$ cat config.mk
export PLATFORM = sky130hd
export DESIGN_NAME = tdm_demux_14_flat
export DESIGN_NICKNAME = d
export VERILOG_FILES = /design/src/rtl/tdm_demux_14_if.sv /design/src/rtl/tdm_demux_14.sv /design/src/flat_wrapper.sv
export SDC_FILE = /design/constraint.sdc
export NUM_CORES = 1
export LEC_CHECK = 0
export CAP_MARGIN = 40
export CORE_AREA = 4 4 41 43
export DETAILED_ROUTE_END_ITERATION = 10
export DIE_AREA = 0 0 45 47
export DONT_BUFFER_PORTS = 1
export GPL_ROUTABILITY_DRIVEN = 0
export HOLD_SLACK_MARGIN = 0.06
export PLACE_DENSITY = 0.68
export SYNTH_ARGS = -nofsm -noshare
export SYNTH_HDL_FRONTEND = slang
export SYNTH_SLANG_ARGS = --single-unit
$ cat constraint.sdc
create_clock -name clk -period 2.08 [get_ports clk]
set_clock_uncertainty 0.2 [all_clocks]
set_input_delay 0.416 -clock clk [delete_from_list [all_inputs] [get_ports clk]]
set_output_delay 0.416 -clock clk [all_outputs]
set_load 0.02 [all_outputs]
$ cat src/rtl/tdm_demux_14_if.sv
// tdm_demux_14_if: slot stream in, four channel outputs plus frame status out.
interface tdm_demux_14_if #(parameter int WIDTH = 1);
  logic [WIDTH-1:0] din;
  logic in_valid;
  logic sync;
  logic [WIDTH-1:0] a;
  logic [WIDTH-1:0] b;
  logic [WIDTH-1:0] c;
  logic [WIDTH-1:0] d;
  logic out_valid;
  logic [1:0] s;
  logic locked;
  logic sync_err;
  modport master (output din, in_valid, sync, input a, b, c, d, out_valid, s, locked, sync_err);
  modport slave (input din, in_valid, sync, output a, b, c, d, out_valid, s, locked, sync_err);
endinterface

$ cat src/rtl/tdm_demux_14.sv
// tdm_demux_14: 4-slot TDM demux locking on slot-0 sync; DEMUX_STRICT_SYNC_EN drops lock when slot 0 lacks sync.
module tdm_demux_14 #(parameter int WIDTH = 1) (
  input logic clk,
  input logic rst_n,
  tdm_demux_14_if.slave bus
);
  typedef enum logic {HUNT, LOCKED} state_t;
  state_t r_state, w_state;
  logic [1:0] r_s, w_s;
  logic [WIDTH-1:0] r_sh0, r_sh1, r_sh2, w_sh0, w_sh1, w_sh2;
  logic [WIDTH-1:0] r_a, r_b, r_c, r_d, w_a, w_b, w_c, w_d;
  logic r_ov, w_ov, r_err, w_err;
  always_ff @(posedge clk or negedge rst_n) begin
    if (!rst_n) begin
      r_state <= HUNT;
      r_s <= 2'd0;
      r_sh0 <= '0;
      r_sh1 <= '0;
      r_sh2 <= '0;
      r_a <= '0;
      r_b <= '0;
      r_c <= '0;
      r_d <= '0;
      r_ov <= 1'b0;
      r_err <= 1'b0;
    end else begin
      r_state <= w_state;
      r_s <= w_s;
      r_sh0 <= w_sh0;
      r_sh1 <= w_sh1;
      r_sh2 <= w_sh2;
      r_a <= w_a;
      r_b <= w_b;
      r_c <= w_c;
      r_d <= w_d;
      r_ov <= w_ov;
      r_err <= w_err;
    end
  end
  always_comb begin
    w_state = r_state;
    w_s = r_s;
    w_sh0 = r_sh0;
    w_sh1 = r_sh1;
    w_sh2 = r_sh2;
    w_a = r_a;
    w_b = r_b;
    w_c = r_c;
    w_d = r_d;
    w_ov = 1'b0;
    w_err = 1'b0;
    if (bus.in_valid) begin
      if (r_state == HUNT) begin
        if (bus.sync) begin
          w_state = LOCKED;
          w_sh0 = bus.din;
          w_s = 2'd1;
        end
      end else if (bus.sync || r_s == 2'd0) begin
        // any sync restarts the frame; sync away from slot 0 also flags an error
`ifdef DEMUX_STRICT_SYNC_EN
        if (!bus.sync) begin
          w_state = HUNT;
          w_s = 2'd0;
          w_err = 1'b1;
        end else begin
`else
        begin
`endif
          w_err = bus.sync && r_s != 2'd0;
          w_sh0 = bus.din;
          w_s = 2'd1;
        end
      end else if (r_s == 2'd3) begin
        w_a = r_sh0;
        w_b = r_sh1;
        w_c = r_sh2;
        w_d = bus.din;
        w_ov = 1'b1;
        w_s = 2'd0;
      end else begin
        w_sh1 = r_s == 2'd1 ? bus.din : r_sh1;
        w_sh2 = r_s == 2'd2 ? bus.din : r_sh2;
        w_s = r_s + 2'd1;
      end
    end
  end
  always_comb begin
    bus.a = r_a;
    bus.b = r_b;
    bus.c = r_c;
    bus.d = r_d;
    bus.out_valid = r_ov;
    bus.sync_err = r_err;
    bus.s = r_s;
    bus.locked = r_state == LOCKED;
  end
endmodule

$ cat src/flat_wrapper.sv
// flat-port wrapper written by rule: the top's interface ports become plain ports
module tdm_demux_14_flat 
#(parameter int WIDTH = 1)
  (clk, rst_n, bus_din, bus_in_valid, bus_sync, bus_a, bus_b, bus_c, bus_d, bus_out_valid, bus_s, bus_locked, bus_sync_err);
  tdm_demux_14_if #(.WIDTH(WIDTH)) bus_i ();
  input logic clk;
  input logic rst_n;
  input wire logic [$bits(bus_i.din)-1:0] bus_din;
  input wire logic [$bits(bus_i.in_valid)-1:0] bus_in_valid;
  input wire logic [$bits(bus_i.sync)-1:0] bus_sync;
  output wire logic [$bits(bus_i.a)-1:0] bus_a;
  output wire logic [$bits(bus_i.b)-1:0] bus_b;
  output wire logic [$bits(bus_i.c)-1:0] bus_c;
  output wire logic [$bits(bus_i.d)-1:0] bus_d;
  output wire logic [$bits(bus_i.out_valid)-1:0] bus_out_valid;
  output wire logic [$bits(bus_i.s)-1:0] bus_s;
  output wire logic [$bits(bus_i.locked)-1:0] bus_locked;
  output wire logic [$bits(bus_i.sync_err)-1:0] bus_sync_err;
  assign bus_i.din = bus_din;
  assign bus_i.in_valid = bus_in_valid;
  assign bus_i.sync = bus_sync;
  assign bus_a = bus_i.a;
  assign bus_b = bus_i.b;
  assign bus_c = bus_i.c;
  assign bus_d = bus_i.d;
  assign bus_out_valid = bus_i.out_valid;
  assign bus_s = bus_i.s;
  assign bus_locked = bus_i.locked;
  assign bus_sync_err = bus_i.sync_err;
  tdm_demux_14 #(.WIDTH(WIDTH)) u_core (.clk(clk), .rst_n(rst_n), .bus(bus_i));
endmodule
==> qor.txt, run 1 <==
vias after detailed routing - 339
Clock Tree Buf Depth - 2
Seq cells post-synth - 12
ANT cells - 0
CP Max Fanout - 4
Syn Nets - 49
first-pass GRT wire length - 1587 µm
Core Region - 1301 µm²
Yosys cell types - 18
Core Rows - 13
Seq/Total Area, Yosys - 54.30%
Area Overhead vs Synth - 19.91%
CP max stage cell - and4bb_4
Post-Synth Simple-Gate Area - 11.54%
pwr dens - 1142 nW/µm²
Resize count post-CTS - 0
fraction of layout cells with a size suffix above 1 - 32.00%
Detailed Route WL - 1004 µm
DRC Markers - 0
Sw Share - 32.94%
Hold Path Stages - 1
XOR/XNOR share of the synthesized area - 0%
sequential share of power - 52.6%
Sink Count - 12
H-tree levels - 1
placed insts - 57
final hold vios - 0
number of port buffers - 0
critical path's top delay family - simple AND/OR/NAND/NOR gates
clk_lat worst skew - 0.27 ns
WHS - 0.07336 ns
EDFF count, synth - 0
Hold Path End - u_core.bus.s[0]$_DFFE_PN0P_
HP Class - in -> reg
mapped cell area - 553.0 µm²
worst rel slew slack - 65.88%
DIE WIDTH - 45 µm
reg-to-reg startpoint - u_core.bus.s[0]$_DFFE_PN0P_
Final setup viols - 0
Worst EP required - 2.03 ns
gr ovfl total - 0
Startpoint Class - register
Final period util - 85.57%
top_reg_cell synth - dfrtp_1
clock power share - 23.8%
yosys warns - 0
Adder-Cell Fraction of Synth Area - 9.050%
Buf/Inv on CP - 1
post-route setup TNS - 0 ns
DR WL/cell - 15.45 µm
Yosys top cell by area - dfrtp_1
Worst R2R End - u_core.r_sh1$_DFFE_PN0P_
Tmin final - 1.780 ns
Post-synth top cells - 12 x dfrtp_1, 5 x mux2_2, 4 x ha_1, 3 x inv_1
average size of a mapped cell - 13.83 µm²
Die H - 47 µm
CTS tree - built
RSZ-0062 raised after global routing - no
most frequent cell after synthesis - dfrtp_1
proportion of netlist area held by the largest area contributor - 54.30%
root buffer cell - clkbuf_4
Worst VDD drop - 0.0004549 V
R2R cell count - 5
flop-to-flop setup slack - 0.30 ns
leakage dissipation - 0.3201 nW
DR vias/cell - 5.215
multiplexer share of the synthesized area - 14.25%
post-CTS setup repair buffer count - 0
combinational family with the most area after synthesis - multiplexers
nets@finish - 60
Int Pwr - 0.0005077 W
initial antenna violation count - 0
outcome - completed
post-synthesis compound-gate area fraction - 8.824%
I/O Pins - 14
CTS Buf Count - 3
vias in the first global route - 351
Synth async-reset ratio - 100.0%
largest net degree at the start of global routing - 13
Sw Pwr - 0.0002494 W
hpwl dp - 773.3 µm
Max stage delay on crit path - 0.37 ns
All-Layer GR Usage - 11.33%
hold_sp - bus_sync
hold bufs inserted after CTS - 1
Die Footprint - 2115 µm²
Combinational Power Share - 23.6%
worst-margin pin slew - 0.5100 ns
fin. max-slew vios - 0
Post-DRT Antenna Nets - 0
kind of critical path - reg -> reg
Post-Syn Instances - 40
leading post-synthesis cells by cell area - dfrtp_1 54%, mux2_2 10%, ha_1 9.0%
critical path arrival - 1.73 ns
fin cells - 65
Max Fclk - 0.5618 GHz
Pre-Repair DR Iteration Count - 3
CP endpoint kind - register
Max Cap Viol - 0
clk slew on worst S/H paths - 0.07 ns
1st-iter DRT viols - 2
critical path cell sequence - inv_1 -> ha_1 -> and4bb_4 -> nand3b_1 -> mux2_1
Starting Density - 42.50%
power groups by stage:
stage	sequential, W	combinational (W)	clock (W)
CTS	0.000399	0.000179	0.000186
detailed placement	0.000404	0.000173	0
global placement	0.000400	0.000157	0
floorplan	0.000411	0.000114	0
global route	0.000409	0.000198	0.000196
finish	0.000398	0.000179	0.000180
sequential cells by signal (all words and copies together) (netlist names):
register              count
u_core.bus.a              1
u_core.bus.b              1
u_core.bus.c              1
u_core.bus.d              1
u_core.bus.locked         1
u_core.bus.out_valid      1
u_core.bus.s              2
u_core.bus.sync_err       1
u_core.r_sh0              1
u_core.r_sh1              1
u_core.r_sh2              1
cells by family after synthesis:
kind of cell / Yosys count
flops: 12
mux: 7
simple gates: 8
fa+ha+maj: 4
compound gates: 6
buf+inv: 3
stage by stage:
step | util (%) | power, W | area (µm²) | setup slack (ns)
after global placement | 45.10 | 0.0005569 | 586.8 | 0.4082
after floorplan | - | 0.0005244 | 553.0 | 0.1824
after global routing | 50.96 | 0.0008030 | 663.1 | 0.2188
final | 50.96 | 0.0007571 | 663.1 | 0.3001
after detailed placement | 45.10 | 0.0005770 | 586.8 | 0.3209
after CTS | 48.65 | 0.0007640 | 633.1 | 0.3085
worst max-delay path by stage:
| stage | cells after the start | from | to |
|---|---|---|---|
| after floorplan | 5 | u_core.bus.s[0]$_DFFE_PN0P_ | u_core.r_sh1$_DFFE_PN0P_ |
| after global placement | 5 | u_core.bus.s[0]$_DFFE_PN0P_ | u_core.r_sh2$_DFFE_PN0P_ |
| after detailed placement | 5 | u_core.bus.s[0]$_DFFE_PN0P_ | u_core.r_sh1$_DFFE_PN0P_ |
| after CTS | 5 | u_core.bus.s[0]$_DFFE_PN0P_ | u_core.r_sh1$_DFFE_PN0P_ |
| after global routing | 5 | u_core.bus.s[0]$_DFFE_PN0P_ | u_core.r_sh1$_DFFE_PN0P_ |
| final | 5 | u_core.bus.s[0]$_DFFE_PN0P_ | u_core.r_sh1$_DFFE_PN0P_ |
metal layers:
metal	wire length [µm]	track usage [%]	vias to the layer above
met4	6	3.509	0
met2	458	18.64	16
met5	0	0	-
met3	137	8.429	2
li1	-	-	164
met1	401	11.24	157
cell type report:
class                   instances  area, µm²
repair buffers                  6      55.05
well taps                      15      18.77
multi-input cells              25      241.5
fillers                       124      638.1
flip-flops and latches         12      300.3
inverters                       3      11.26
clock buffers                   4      36.28
placed cells by master, fill, tap and decap left out, types with 2 or more instances in the layout:
cell and count:
ha_1 4, dfrtp_1 12, inv_1 3, buf_4 2
dlygate4sd3_1 4, nand3b_1 2, clkbuf_4 3, mux2_2 5
mux2_1 2
Power figures use the tool's default switching activity.
==> run 2: changes to the inputs <==
- MAX_ROUTING_LAYER: unset -> met4
- clock period: 2.08 -> 2.1 ns (I/O delays scaled with it)
==> run 2 against run 1 <==
- non-clock buffer count down 2
- cell count decreased by 3.1%
- clock power barely moved
- sequential power down 1%
- die area unchanged
- maximum frequency rose by 0.55%
- worst setup slack improved by 0.030 ns
- sequential share of layout area up 1.4 points
- final area shrank 3.0%
- global-route usage up 0.54 points
- flip-flop and latch count did not move
- worst hold slack is essentially flat
- largest cell class unchanged
- largest power group unchanged
==> qor.txt, run 2 (synthesis gave the netlist of run 1 again) <==
kind of critical path - reg -> reg
All-Layer GR Usage - 11.88%
clk_lat worst skew - 0.27 ns
reg-to-reg startpoint - u_core.bus.s[0]$_DFFE_PN0P_
critical path arrival - 1.73 ns
DR vias/cell - 5.254
Pre-Repair DR Iteration Count - 3
max FFs per register - 2
Sink Count - 12
commonest non-fill, non-tap cells in the layout - 12 x dfrtp_1, 5 x mux2_2, 4 x ha_1
worst-margin pin slew - 0.5092 ns
initial antenna violation count - 0
hpwl dp - 773.3 µm
pwr dens - 1165 nW/µm²
Hold Path Stages - 1
CTS Buf Count - 3
Startpoint Class - register
leakage dissipation - 0.3146 nW
CP endpoint kind - register
Worst VDD drop - 0.0004535 V
Area Overhead vs Synth - 16.29%
Detailed Route WL - 997 µm
Die Footprint - 2115 µm²
first-pass GRT wire length - 1614 µm
fin. max-slew vios - 0
H-tree levels - 1
DR WL/cell - 15.83 µm
nets@finish - 58
DIE WIDTH - 45 µm
final hold vios - 0
CP Max Fanout - 4
Final period util - 84.30%
Finished Core Util - 49.42%
I/O Pins - 14
WHS - 0.07385 ns
Worst EP required - 2.06 ns
Max Cap Viol - 0
flop-to-flop setup slack - 0.33 ns
Final setup viols - 0
RSZ-0062 raised after global routing - no
Worst R2R End - u_core.r_sh1$_DFFE_PN0P_
fraction of layout cells with a size suffix above 1 - 33.33%
Resize count post-CTS - 0
Clock Tree Buf Depth - 2
CTS tree - built
Core Rows - 13
ANT cells - 0
Core Region - 1301 µm²
total power - 0.0007489 W
gr ovfl total - 0
Finished Cell Area - 643.1 µm²
worst rel slew slack - 65.94%
vias in the first global route - 350
Post-DRT Antenna Nets - 0
Setup crit start - u_core.bus.s[0]$_DFFE_PN0P_
critical path endpoint - u_core.r_sh1$_DFFE_PN0P_
post-route setup TNS - 0 ns
Starting Density - 42.50%
placed inst area - 586.8 µm²
DRC Markers - 0
Tmin final - 1.770 ns
number of port buffers - 0
root buffer cell - clkbuf_4
1st-iter DRT viols - 4
largest net degree at the start of global routing - 13
HP Class - in -> reg
R2R cell count - 5
outcome - completed
clk slew on worst S/H paths - 0.07 ns
Die H - 47 µm
most common cell after layout, fill and taps aside - dfrtp_1
Max Fclk - 0.5649 GHz
vias after detailed routing - 331
[run 2: power by group]
part	internal, W	switching (W)
Clock	0.000105	0.0000748
Combinational	0.0000930	0.0000820
Sequential	0.000303	0.0000905
[run 2: metal layers]
| metal | vias up | global-route usage, % | part of all wire, % |
|---|---|---|---|
| met3 | 2 | 8.429 | 15 |
| met2 | 17 | 18.64 | 46 |
| met4 | 0 | 3.509 | 0.60 |
| met1 | 154 | 11.72 | 38 |
| li1 | 158 | - | - |
| met5 | - | - | 0 |
[run 2: repair_timing]
item	in CTS	in global routing
hold endpoints to repair	12	1
hold buffers	1	1
setup buffers	0	0
[run 2: critical path: stages (launching register included)]
cell and delay, ns:
dfrtp_1 0.35, inv_1 0.07, ha_1 0.24, and4bb_4 0.37, nand3b_1 0.11, mux2_1 0.31
[run 2: worst min path at each step]
stage                  start                        endpoint  slack [ns]
detailed placement     rst_n  u_core.bus.out_valid$_DFF_PN0_       -0.08
finish              bus_sync     u_core.bus.s[0]$_DFFE_PN0P_        0.07
global placement       rst_n        u_core.bus.b$_DFFE_PN0P_       -0.08
global route         bus_din        u_core.r_sh2$_DFFE_PN0P_        0.06
CTS                 bus_sync   u_core.bus.locked$_DFFE_PN0P_        0.07
floorplan              rst_n        u_core.bus.a$_DFFE_PN0P_       -0.08
[run 2: through the flow]
stage,std cells,worst slack (ns)
final,63,0.3298
after detailed placement,57,0.3409
after floorplan,40,0.2024
after CTS,62,0.3285
after global routing,63,0.2313
after global placement,57,0.4282
[run 2: area by class of cell]
class,instances,area (µm²)
clock buffer,4,36.28
fill,125,658.1
inverter,3,11.26
multi-input combinational,25,241.5
sequential,12,300.3
tap,15,18.77
timing repair buffer,4,35.03
